`src/rtl/gray_conv_pkg.sv`:
```
// Shared definitions for the Gray-code converter arbiter: mode and FSM encodings
// plus the index-width helper.
package gray_conv_pkg;

    localparam logic MODE_B2G = 1'b0;
    localparam logic MODE_G2B = 1'b1;

    typedef enum logic {
        ST_EMPTY = 1'b0,
        ST_FULL  = 1'b1
    } state_t;

    // Width of a requester index; never below one bit.
    function automatic int idx_w(input int n);
        return (n > 1) ? $clog2(n) : 1;
    endfunction

endpackage

```
`src/rtl/bin_to_gray.sv`:
```
// Binary to reflected Gray code: G = B ^ (B >> 1).
module bin_to_gray #(
    parameter int N = 8
) (
    input  logic [N-1:0] bin,
    output logic [N-1:0] gray
);

    assign gray = bin ^ (bin >> 1);

endmodule

```
`src/rtl/gray_conv_arbiter_rr_arbiter.sv`:
```
// Round-robin arbiter: grants the first requester at or after ptr, wrapping
// modulo NREQ. Output is a one-hot grant plus its encoded index.
module rr_arbiter
    import gray_conv_pkg::*;
#(
    parameter  int NREQ = 4,
    localparam int IW   = idx_w(NREQ)
) (
    input  logic [NREQ-1:0] req,
    input  logic [IW-1:0]   ptr,
    input  logic            en,
    output logic [NREQ-1:0] grant,
    output logic [IW-1:0]   idx
);

    logic [IW:0]   sum;
    logic [IW-1:0] cand;
    logic          found;

    // Scan NREQ candidates starting at ptr; the wrap subtracts NREQ so
    // unused index codes are never produced for non-power-of-two NREQ.
    always_comb begin
        grant = '0;
        idx   = '0;
        found = 1'b0;
        sum   = '0;
        cand  = '0;
        for (int i = 0; i < NREQ; i++) begin
            sum = {1'b0, ptr} + (IW+1)'(i);
            if (sum >= (IW+1)'(NREQ)) sum = sum - (IW+1)'(NREQ);
            cand = sum[IW-1:0];
            if (en && !found && req[cand]) begin
                found       = 1'b1;
                grant[cand] = 1'b1;
                idx         = cand;
            end
        end
    end

endmodule

```
`src/rtl/gray_to_bin.sv`:
```
// Reflected Gray code to binary: each binary bit is the XOR of all Gray bits
// at and above its position.
module gray_to_bin #(
    parameter int N = 8
) (
    input  logic [N-1:0] gray,
    output logic [N-1:0] bin
);

    for (genvar i = 0; i < N; i++) begin : g_bit
        assign bin[i] = ^gray[N-1:i];
    end

endmodule

```
`src/rtl/gray_conv_arbiter.sv`:
```
// Shared bin<->Gray converter pair serving NREQ requesters through a
// round-robin arbiter into a single-entry registered response buffer.
// Optional: GRAY_CONV_ARBITER_RTCHK_EN adds o_rsp_err, a round-trip check of
// each result through the opposite converter.
module gray_conv_arbiter
    import gray_conv_pkg::*;
#(
    parameter  int N    = 8,
    parameter  int NREQ = 4,
    localparam int IW   = idx_w(NREQ)
) (
    input  logic              i_clk,
    input  logic              i_rst,
    input  logic [NREQ-1:0]   i_req_valid,
    output logic [NREQ-1:0]   o_req_ready,
    input  logic [NREQ-1:0]   i_req_mode,
    input  logic [NREQ*N-1:0] i_req_data,
    output logic              o_rsp_valid,
    input  logic              i_rsp_ready,
    output logic [N-1:0]      o_rsp_data,
    output logic [IW-1:0]     o_rsp_id,
`ifdef GRAY_CONV_ARBITER_RTCHK_EN
    output logic              o_rsp_err,
`endif
    output logic              o_rsp_mode
);

    state_t        state, state_nxt;
    logic [IW-1:0] ptr, ptr_nxt, gnt_idx;
    logic          acc, any_gnt, sel_mode;
    logic [N-1:0]  sel_data, b2g_out, g2b_out, conv;

    // Buffer can take a new word when empty or when the held one leaves now.
    assign acc = (state == ST_EMPTY) | (i_rsp_ready & o_rsp_valid);

    // Reset gates the enable so nothing is accepted during the reset cycle.
    rr_arbiter #(.NREQ(NREQ)) u_arb (
        .req   (i_req_valid),
        .ptr   (ptr),
        .en    (acc & ~i_rst),
        .grant (o_req_ready),
        .idx   (gnt_idx)
    );

    assign any_gnt  = |o_req_ready;
    assign sel_data = i_req_data[gnt_idx*N +: N];
    assign sel_mode = i_req_mode[gnt_idx];
    assign ptr_nxt  = (gnt_idx == IW'(NREQ-1)) ? '0 : gnt_idx + 1'b1;

    bin_to_gray #(.N(N)) u_b2g (.bin(sel_data), .gray(b2g_out));
    gray_to_bin #(.N(N)) u_g2b (.gray(sel_data), .bin(g2b_out));

    assign conv = (sel_mode == MODE_G2B) ? g2b_out : b2g_out;

`ifdef GRAY_CONV_ARBITER_RTCHK_EN
    logic [N-1:0] rt_b2g, rt_g2b;
    logic         err_nxt;

    bin_to_gray #(.N(N)) u_rt_b2g (.bin(g2b_out), .gray(rt_b2g));
    gray_to_bin #(.N(N)) u_rt_g2b (.gray(b2g_out), .bin(rt_g2b));

    assign err_nxt = (sel_mode == MODE_G2B) ? (rt_b2g != sel_data) : (rt_g2b != sel_data);

    // Round-trip flag travels with the response word.
    always_ff @(posedge i_clk) begin
        if (i_rst)        o_rsp_err <= 1'b0;
        else if (any_gnt) o_rsp_err <= err_nxt;
    end
`endif

    // Buffer occupancy: fill on grant, drain when consumed with nothing new.
    always_comb begin
        state_nxt = state;
        case (state)
            ST_EMPTY: if (any_gnt) state_nxt = ST_FULL;
            ST_FULL:  if (i_rsp_ready && !any_gnt) state_nxt = ST_EMPTY;
            default:  state_nxt = ST_EMPTY;
        endcase
    end

    // State register.
    always_ff @(posedge i_clk) begin
        if (i_rst) state <= ST_EMPTY;
        else       state <= state_nxt;
    end

    // Response payload and RR pointer update only on a grant.
    always_ff @(posedge i_clk) begin
        if (i_rst) begin
            o_rsp_data <= '0;
            o_rsp_id   <= '0;
            o_rsp_mode <= MODE_B2G;
            ptr        <= '0;
        end else if (any_gnt) begin
            o_rsp_data <= conv;
            o_rsp_id   <= gnt_idx;
            o_rsp_mode <= sel_mode;
            ptr        <= ptr_nxt;
        end
    end

    assign o_rsp_valid = (state == ST_FULL);

endmodule

```
`config.mk`:
```
export PLATFORM = sky130hd
export DESIGN_NAME = gray_conv_arbiter
export DESIGN_NICKNAME = d
export VERILOG_FILES = /design/src/rtl/gray_conv_pkg.sv /design/src/rtl/bin_to_gray.sv /design/src/rtl/gray_conv_arbiter_rr_arbiter.sv /design/src/rtl/gray_to_bin.sv /design/src/rtl/gray_conv_arbiter.sv
export SDC_FILE = /design/constraint.sdc
export NUM_CORES = 1
export LEC_CHECK = 0
export ABC_AREA = 1
export CORE_MARGIN = 8
export CORE_UTILIZATION = 45
export CTS_CLUSTER_DIAMETER = 40
export DETAILED_ROUTE_END_ITERATION = 8
export PLACE_DENSITY = 0.78
export SYNTH_ARGS = -nofsm -noshare
export SYNTH_HDL_FRONTEND = slang
export SYNTH_HIERARCHICAL = 1
export SYNTH_SLANG_ARGS = --single-unit
```
`constraint.sdc`:
```
create_clock -name i_clk -period 4.92 [get_ports i_clk]
set_input_delay 0.984 -clock i_clk [delete_from_list [all_inputs] [get_ports i_clk]]
set_output_delay 0.984 -clock i_clk [all_outputs]
set_load 0.02 [all_outputs]
```
Yosys cells after proc, flatten, opt, wreduce, memory -nomap -nowiden --
Cells that the tools add are included.
Operators by class: $add $sub $neg 8, shift operators 1, reductions and logical operators 24, muxes and demuxes 38, order comparisons 13, equality and inequality tests 1, bitwise gates (word level) 9
Operators with widths (count):
- 32-bit by 6-bit variable part select with 8-bit output | 1
- 2-bit 2-to-1 mux | 9
- 4-bit 2-to-1 mux | 4
- 2-bit by 3-bit < comparator with 1-bit output, second input constant | 5
- 1-bit 2-to-1 mux | 14
- 1-bit logical AND | 12
- 4-bit OR | 3
- 1-bit binary-select mux with 2-bit select | 5
- 3-bit >= comparator, second input constant | 3
- 1-bit demux with 2-bit select | 4
- 2-bit by 1-bit >= comparator with 1-bit output, second input constant | 4
- 8-bit 2-to-1 mux | 1
- 8-bit XOR reduction | 1
- 2-bit by 1-bit subtractor with 2-bit output, second input constant | 4
- 8-bit by 7-bit XOR with 8-bit output | 1
- 7-bit XOR reduction | 1
- 2-bit by 2-bit adder with 3-bit output, second input constant | 2
- 6-bit XOR reduction | 1
- 5-bit XOR reduction | 1
- 1-bit zero test | 4
- 4-bit OR reduction | 1
- 4-bit XOR reduction | 1
- 2-bit by 1-bit adder with 3-bit output, second input constant | 1
- 2-bit by 3-bit >= comparator with 1-bit output, second input constant | 1
- 8 further kinds | 10
Storage, ports and cells: flip-flop bits (word level) 14, input bits 43, output and inout bits 16, logic and storage cells 99

Longest topological paths before layout --
depth in word-level cells 23, mapped depth 26

By module --
Netlist, hierarchy kept.
By module, submodules not included:
- gray_conv_arbiter | times used 1, cells each 149, area each 973.4 sq um
- rr_arbiter | times used 1, cells each 82, area each 505.5 sq um
- gray_to_bin | times used 1, cells each 71, area each 309.0 sq um
- bin_to_gray | times used 1, cells each 30, area each 116.4 sq um

Least setup slack after synthesis --
No wires, ideal clock.
kind input port to flip-flop, start input port i_rsp_ready, end register o_rsp_data[1], setup time 0.109 ns, arrival time 3.272 ns, path buffers 2, data required time 4.811 ns, cell stages on the path 23, path slack 1.539 ns, cells stage by stage nor2_1 -> nor2_1 -> inv_1 -> nor2_1 -> nand2_1 -> nand2_1 -> inv_1 -> nand3_1 -> buf_6 -> buf_4 -> o21ai_0 -> o22ai_1 -> inv_1 -> nand2_1 -> nand2_2 -> nand2_1 -> nand2_1 -> nand3_1 -> nand2_1 -> nand3_1 -> nand3_1 -> nand2_1 -> inv_1
On the way: word-level cells in the longest chain between the ends 20, elaborated cells on any way between the ends 34
RTL lines:
- start, declared | line gray_conv_arbiter.sv:19 | input logic i_rsp_ready,
- 1-bit AND (*) | line gray_conv_arbiter.sv:34 | assign acc = (state == ST_EMPTY) | (i_rsp_ready & o_rsp_valid);
- 1-bit OR (*) | line gray_conv_arbiter.sv:34
- 1-bit AND (*) | line gray_conv_arbiter.sv:40 | .en (acc & ~i_rst),
- 1-bit logical AND | line gray_conv_arbiter_rr_arbiter.sv:32 | if (en && !found && req[cand]) begin
- 1-bit 2-to-1 mux | line gray_conv_arbiter_rr_arbiter.sv:32
- 1-bit zero test | line gray_conv_arbiter_rr_arbiter.sv:32
- 1-bit logical AND (2 in a row) | line gray_conv_arbiter_rr_arbiter.sv:32
- 1-bit 2-to-1 mux | line gray_conv_arbiter_rr_arbiter.sv:32
- [5 not listed]
- 1-bit logical AND (2 in a row) | line gray_conv_arbiter_rr_arbiter.sv:32
- 2-bit 2-to-1 mux (*) | line gray_conv_arbiter_rr_arbiter.sv:32
- named net gnt_idx[0] | line gray_conv_arbiter.sv:29 | logic [IW-1:0] ptr, ptr_nxt, gnt_idx;
- 32-bit by 6-bit variable part select with 8-bit output (*) | line gray_conv_arbiter.sv:46 | assign sel_data = i_req_data[gnt_idx*N +: N];
- named net sel_data[6] | line gray_conv_arbiter.sv:31 | logic [N-1:0] sel_data, b2g_out, g2b_out, conv;
- 7-bit XOR reduction (*) | line gray_to_bin.sv:11 | assign bin[i] = ^gray[N-1:i];
- named net g2b_out[1] | line gray_conv_arbiter.sv:31
- 8-bit 2-to-1 mux (*) | line gray_conv_arbiter.sv:53 | assign conv = (sel_mode == MODE_G2B) ? g2b_out : b2g_out;
- end signal, assigned | line gray_conv_arbiter.sv:95 | o_rsp_data <= conv;
- end, declared | line gray_conv_arbiter.sv:20 | output logic [N-1:0] o_rsp_data,
The timed path passes the listed nets; every way through them passes the cells marked *. The select of a mux whose other input is x is not followed. A chain may end at the register's enable or synchronous reset.

Worst setup path in the final report --
start input port i_req_valid[1], end register o_rsp_data[1]
On the way: word-level cells in the longest chain between the ends 19, elaborated cells on any way between the ends 39
RTL lines:
- start, declared | line gray_conv_arbiter.sv:14 | input logic [NREQ-1:0] i_req_valid,
- 1-bit binary-select mux with 2-bit select | line gray_conv_arbiter_rr_arbiter.sv:32
- 1-bit 2-to-1 mux (not written as such) | line gray_conv_arbiter_rr_arbiter.sv:32
- 1-bit logical AND | line gray_conv_arbiter_rr_arbiter.sv:32
- 1-bit 2-to-1 mux | line gray_conv_arbiter_rr_arbiter.sv:32
- 1-bit zero test | line gray_conv_arbiter_rr_arbiter.sv:32
- 1-bit logical AND (2 in a row) | line gray_conv_arbiter_rr_arbiter.sv:32
- 1-bit 2-to-1 mux | line gray_conv_arbiter_rr_arbiter.sv:32
- 1-bit zero test | line gray_conv_arbiter_rr_arbiter.sv:32
- [4 not listed]
- 1-bit logical AND (2 in a row) | line gray_conv_arbiter_rr_arbiter.sv:32
- 2-bit 2-to-1 mux (*) | line gray_conv_arbiter_rr_arbiter.sv:32
- named net gnt_idx[1] | line gray_conv_arbiter.sv:29
- 32-bit by 6-bit variable part select with 8-bit output (*) | line gray_conv_arbiter.sv:46
- named net sel_data[7] | line gray_conv_arbiter.sv:31
- 7-bit XOR reduction (*) | line gray_to_bin.sv:11
- named net g2b_out[1] | line gray_conv_arbiter.sv:31
- 8-bit 2-to-1 mux (*) | line gray_conv_arbiter.sv:53
Marked as above.

==> impl_metrics.env <==
export IMPL_outcome="finished clean"
export IMPL_synth_edf_count=0
export IMPL_rows=23
export IMPL_yosysTopAreaCellShare=0.213
export IMPL_drv_cap=0
export IMPL_vias=2186
export IMPL_path_cells="clkdlybuf4s50_1 -> nand2_1 -> nand3_1 -> and2_1 -> nor2_8 -> nand3_1 -> nand3b_1 -> clkinv_4 -> o21ai_0 -> o22ai_1 -> inv_2 -> nand2_1 -> nand2_2 -> nand2_1 -> nand2_1 -> nand3_1 -> nand2_1 -> nand3_1 -> nand3_1 -> nand2_1 -> inv_1"
export IMPL_max_slew_margin=0.528
export IMPL_cpMaxStageDelayCell="o22ai_1"
export IMPL_holdWs_ps=552
export IMPL_die_x_um=81.1
export IMPL_h_tree_depth=1
export IMPL_antennaDiodeCount=0
export IMPL_coreArea_sq_um=4030
export IMPL_rsz0062_at_grt="no"
export IMPL_rr_endpoint="o_rsp_data[1]$_SDFFE_PP0P_"
export IMPL_worstRegToRegCells=22
export IMPL_yosys_warnings=6
export IMPL_clkLatencyLatePin_ps=240
export IMPL_cts_num_sinks=14
export IMPL_hold_depth=2
export IMPL_dieHeight_um=81.1
export IMPL_fill_cells=399
export IMPL_final_hold_violation_count=0
export IMPL_totalWireLength_um=5150
export IMPL_drc=0
export IMPL_io_pins=59
export IMPL_cts_clk_slew_worst_paths_ps=60
export IMPL_via_per_inst=5.03
export IMPL_synth_area_leader_cell="nand2_1"
export IMPL_tns_ps=0
export IMPL_min_delay_start="o_rsp_mode$_SDFFE_PP0P_"
export IMPL_port_buffer_count=58
export IMPL_cp_max_fo=11
export IMPL_post_cts_buffers=0
export IMPL_ys_flop_type="dfxtp_1"
export IMPL_required_ps=5060
export IMPL_ys_seq_elements=14
export IMPL_grt_start_max_net_pins=26
export IMPL_ant_nets=0
export IMPL_synth_avg_cell_area_sq_um=5.74
export IMPL_end_kind="register"
export IMPL_area_growth_pct=32.7
export IMPL_setup_slack_ps=746
export IMPL_synth_cells=332
export IMPL_reg2reg_slack_ps=890
export IMPL_fp_dieArea_sq_um=6570
export IMPL_final_util=0.627
export IMPL_r2r_start="ptr[1]$_SDFFE_PP0P_"
export IMPL_syn_area_sq_um=1900
export IMPL_cts_buffers=3
export IMPL_grt_pass1_vias=1924
export IMPL_min_period_ps=4170
export IMPL_async_flop_share=0
export IMPL_grt_pass1_wl_um=8510
export IMPL_fmax_mhz=240
export IMPL_crit_arrival_ps=4320
export IMPL_tightest_slew_ps=708
export IMPL_antenna_found_initial=0
export IMPL_drt_pass1_iterations=4
export IMPL_cts_tree="yes"
export IMPL_ys_types=26
export IMPL_routabilityCongestion=0.888
export IMPL_worstHoldEndpoint="o_rsp_mode$_SDFFE_PP0P_"
export IMPL_grt_ovfl_total=0
export IMPL_max_stage_delay_ps=550
export IMPL_yosysSeqAreaShare=0.147
export IMPL_crit_path_start_kind="input port"
export IMPL_min_path_type="reg -> reg"
export IMPL_synth_nets=384
export IMPL_crit_type="in -> reg"
export IMPL_critPathMostFrequentCell="nand2_1"
export IMPL_finalCritPeriodShare=0.848
export IMPL_finalMaxSlewViolations=0
export IMPL_grt_usage=0.154
export IMPL_pre_cts_slack_ps=530
export IMPL_drt_initial_drc_count=105
export IMPL_nNetsFinal=438
export IMPL_start_util=0.473
export IMPL_clock_root_buffer="clkbuf_8"
export IMPL_clock_path_buffers=2
export IMPL_fin_worst_skew_ps=0.725
export IMPL_postCtsHoldBufs=0
export IMPL_setup_violations=0
export IMPL_synthTopCellsByArea="nand2_1 (21%), dfxtp_1 (15%), nand3_1 (12%), inv_1 (6.9%), o21ai_0 (6.6%)"
export IMPL_ctsResizeCount=0
export IMPL_routedWlPerCell_um=11.8
export IMPL_dp_hpwl_um=4170
export IMPL_drive_gt1_frac=0.119
==> worst max path at each step <==
stage	startpoint	to	slack, ps	depth (start not counted)
finish	i_req_valid[1]	o_rsp_data[1]$_SDFFE_PP0P_	750	21
global route	i_rst	o_rsp_data[1]$_SDFFE_PP0P_	390	20
CTS	i_req_valid[1]	o_rsp_data[1]$_SDFFE_PP0P_	790	21
detailed placement	i_req_valid[1]	o_rsp_data[1]$_SDFFE_PP0P_	530	21
global placement	i_req_valid[1]	o_rsp_data[1]$_SDFFE_PP0P_	590	21
floorplan	i_rsp_ready	o_rsp_data[1]$_SDFFE_PP0P_	1540	23
==> routing by layer <==
layer / global-route usage / up-vias / wire length, um
li1: - / 1163 / -
met1: 0.206 / 970 / 2500
met2: 0.259 / 51 / 2430
met3: 0.0199 / 2 / 207
met4: 0.0268 / 0 / 4
met5: 0 / - / 0
==> critical path: cells and delay by family <==
kind / cells / cell delay (ps)
AND/OR/NAND/NOR: 15 / 1810
buffers and inverters: 4 / 850
AO/OA/AOI/OAI: 2 / 660
==> registers in the layout, summed over array words and instances (netlist names) <==
signal and cells:
o_rsp_data 8, o_rsp_id 2, o_rsp_mode 1, o_rsp_valid 1, ptr 2
==> cells by family after synthesis <==
group	count (synthesis)	share of synthesized area
compound gates	41	0.113
fa+ha+maj	9	0.0591
flops	14	0.147
xor+xnor	1	0.00460
simple gates	207	0.530
buf+inv	60	0.147
==> synthesized netlist by cell type, types with 4 or more instances <==
cell,count
dfxtp_1,14
nand3_1,45
o22ai_1,8
nand2_4,7
buf_6,4
inv_2,13
buf_4,4
nand2_2,10
nor2_1,20
nand4_1,5
inv_1,35
nand2_1,108
a21oi_1,5
ha_1,9
o21ai_0,25
==> through the flow <==
stage          cells  instance area [sq um]
4_1_cts          435                   2530
5_1_grt          435                   2530
2_1_floorplan    332                   1900
6_report         435                   2530
3_5_place_dp     431                   2470
3_3_place_gp     431                   2470
==> area by class of cell <==
type                            instances  area [sq um]  area share
Clock buffer                            4          55.1      0.0218
Inverter                               49           189      0.0748
Multi-Input combinational cell        258          1350       0.532
Sequential cell                        14           280       0.111
Tap cell                               50          62.6      0.0248
Timing Repair Buffer                   60           596       0.236
==> cells in the final DEF, fill, tap and decap left out, drive strengths merged <==
| master | count |
|---|---|
| nand2 | 125 |
| clkdlybuf4s50 | 58 |
| nand3 | 50 |
| inv | 48 |
| o21ai | 28 |
| nor2 | 24 |
| dfxtp | 14 |
| ha | 9 |
| o22ai | 8 |
| a21oi | 5 |
| nand4 | 5 |
| clkbuf | 4 |
| buf | 2 |
| nand3b | 2 |
| clkinv | 1 |
| and2 | 1 |
| xor2 | 1 |
Power is left out: the tool's default activity adds up to more than one toggle a clock period on the data nets, which glitch-free logic cannot reach.
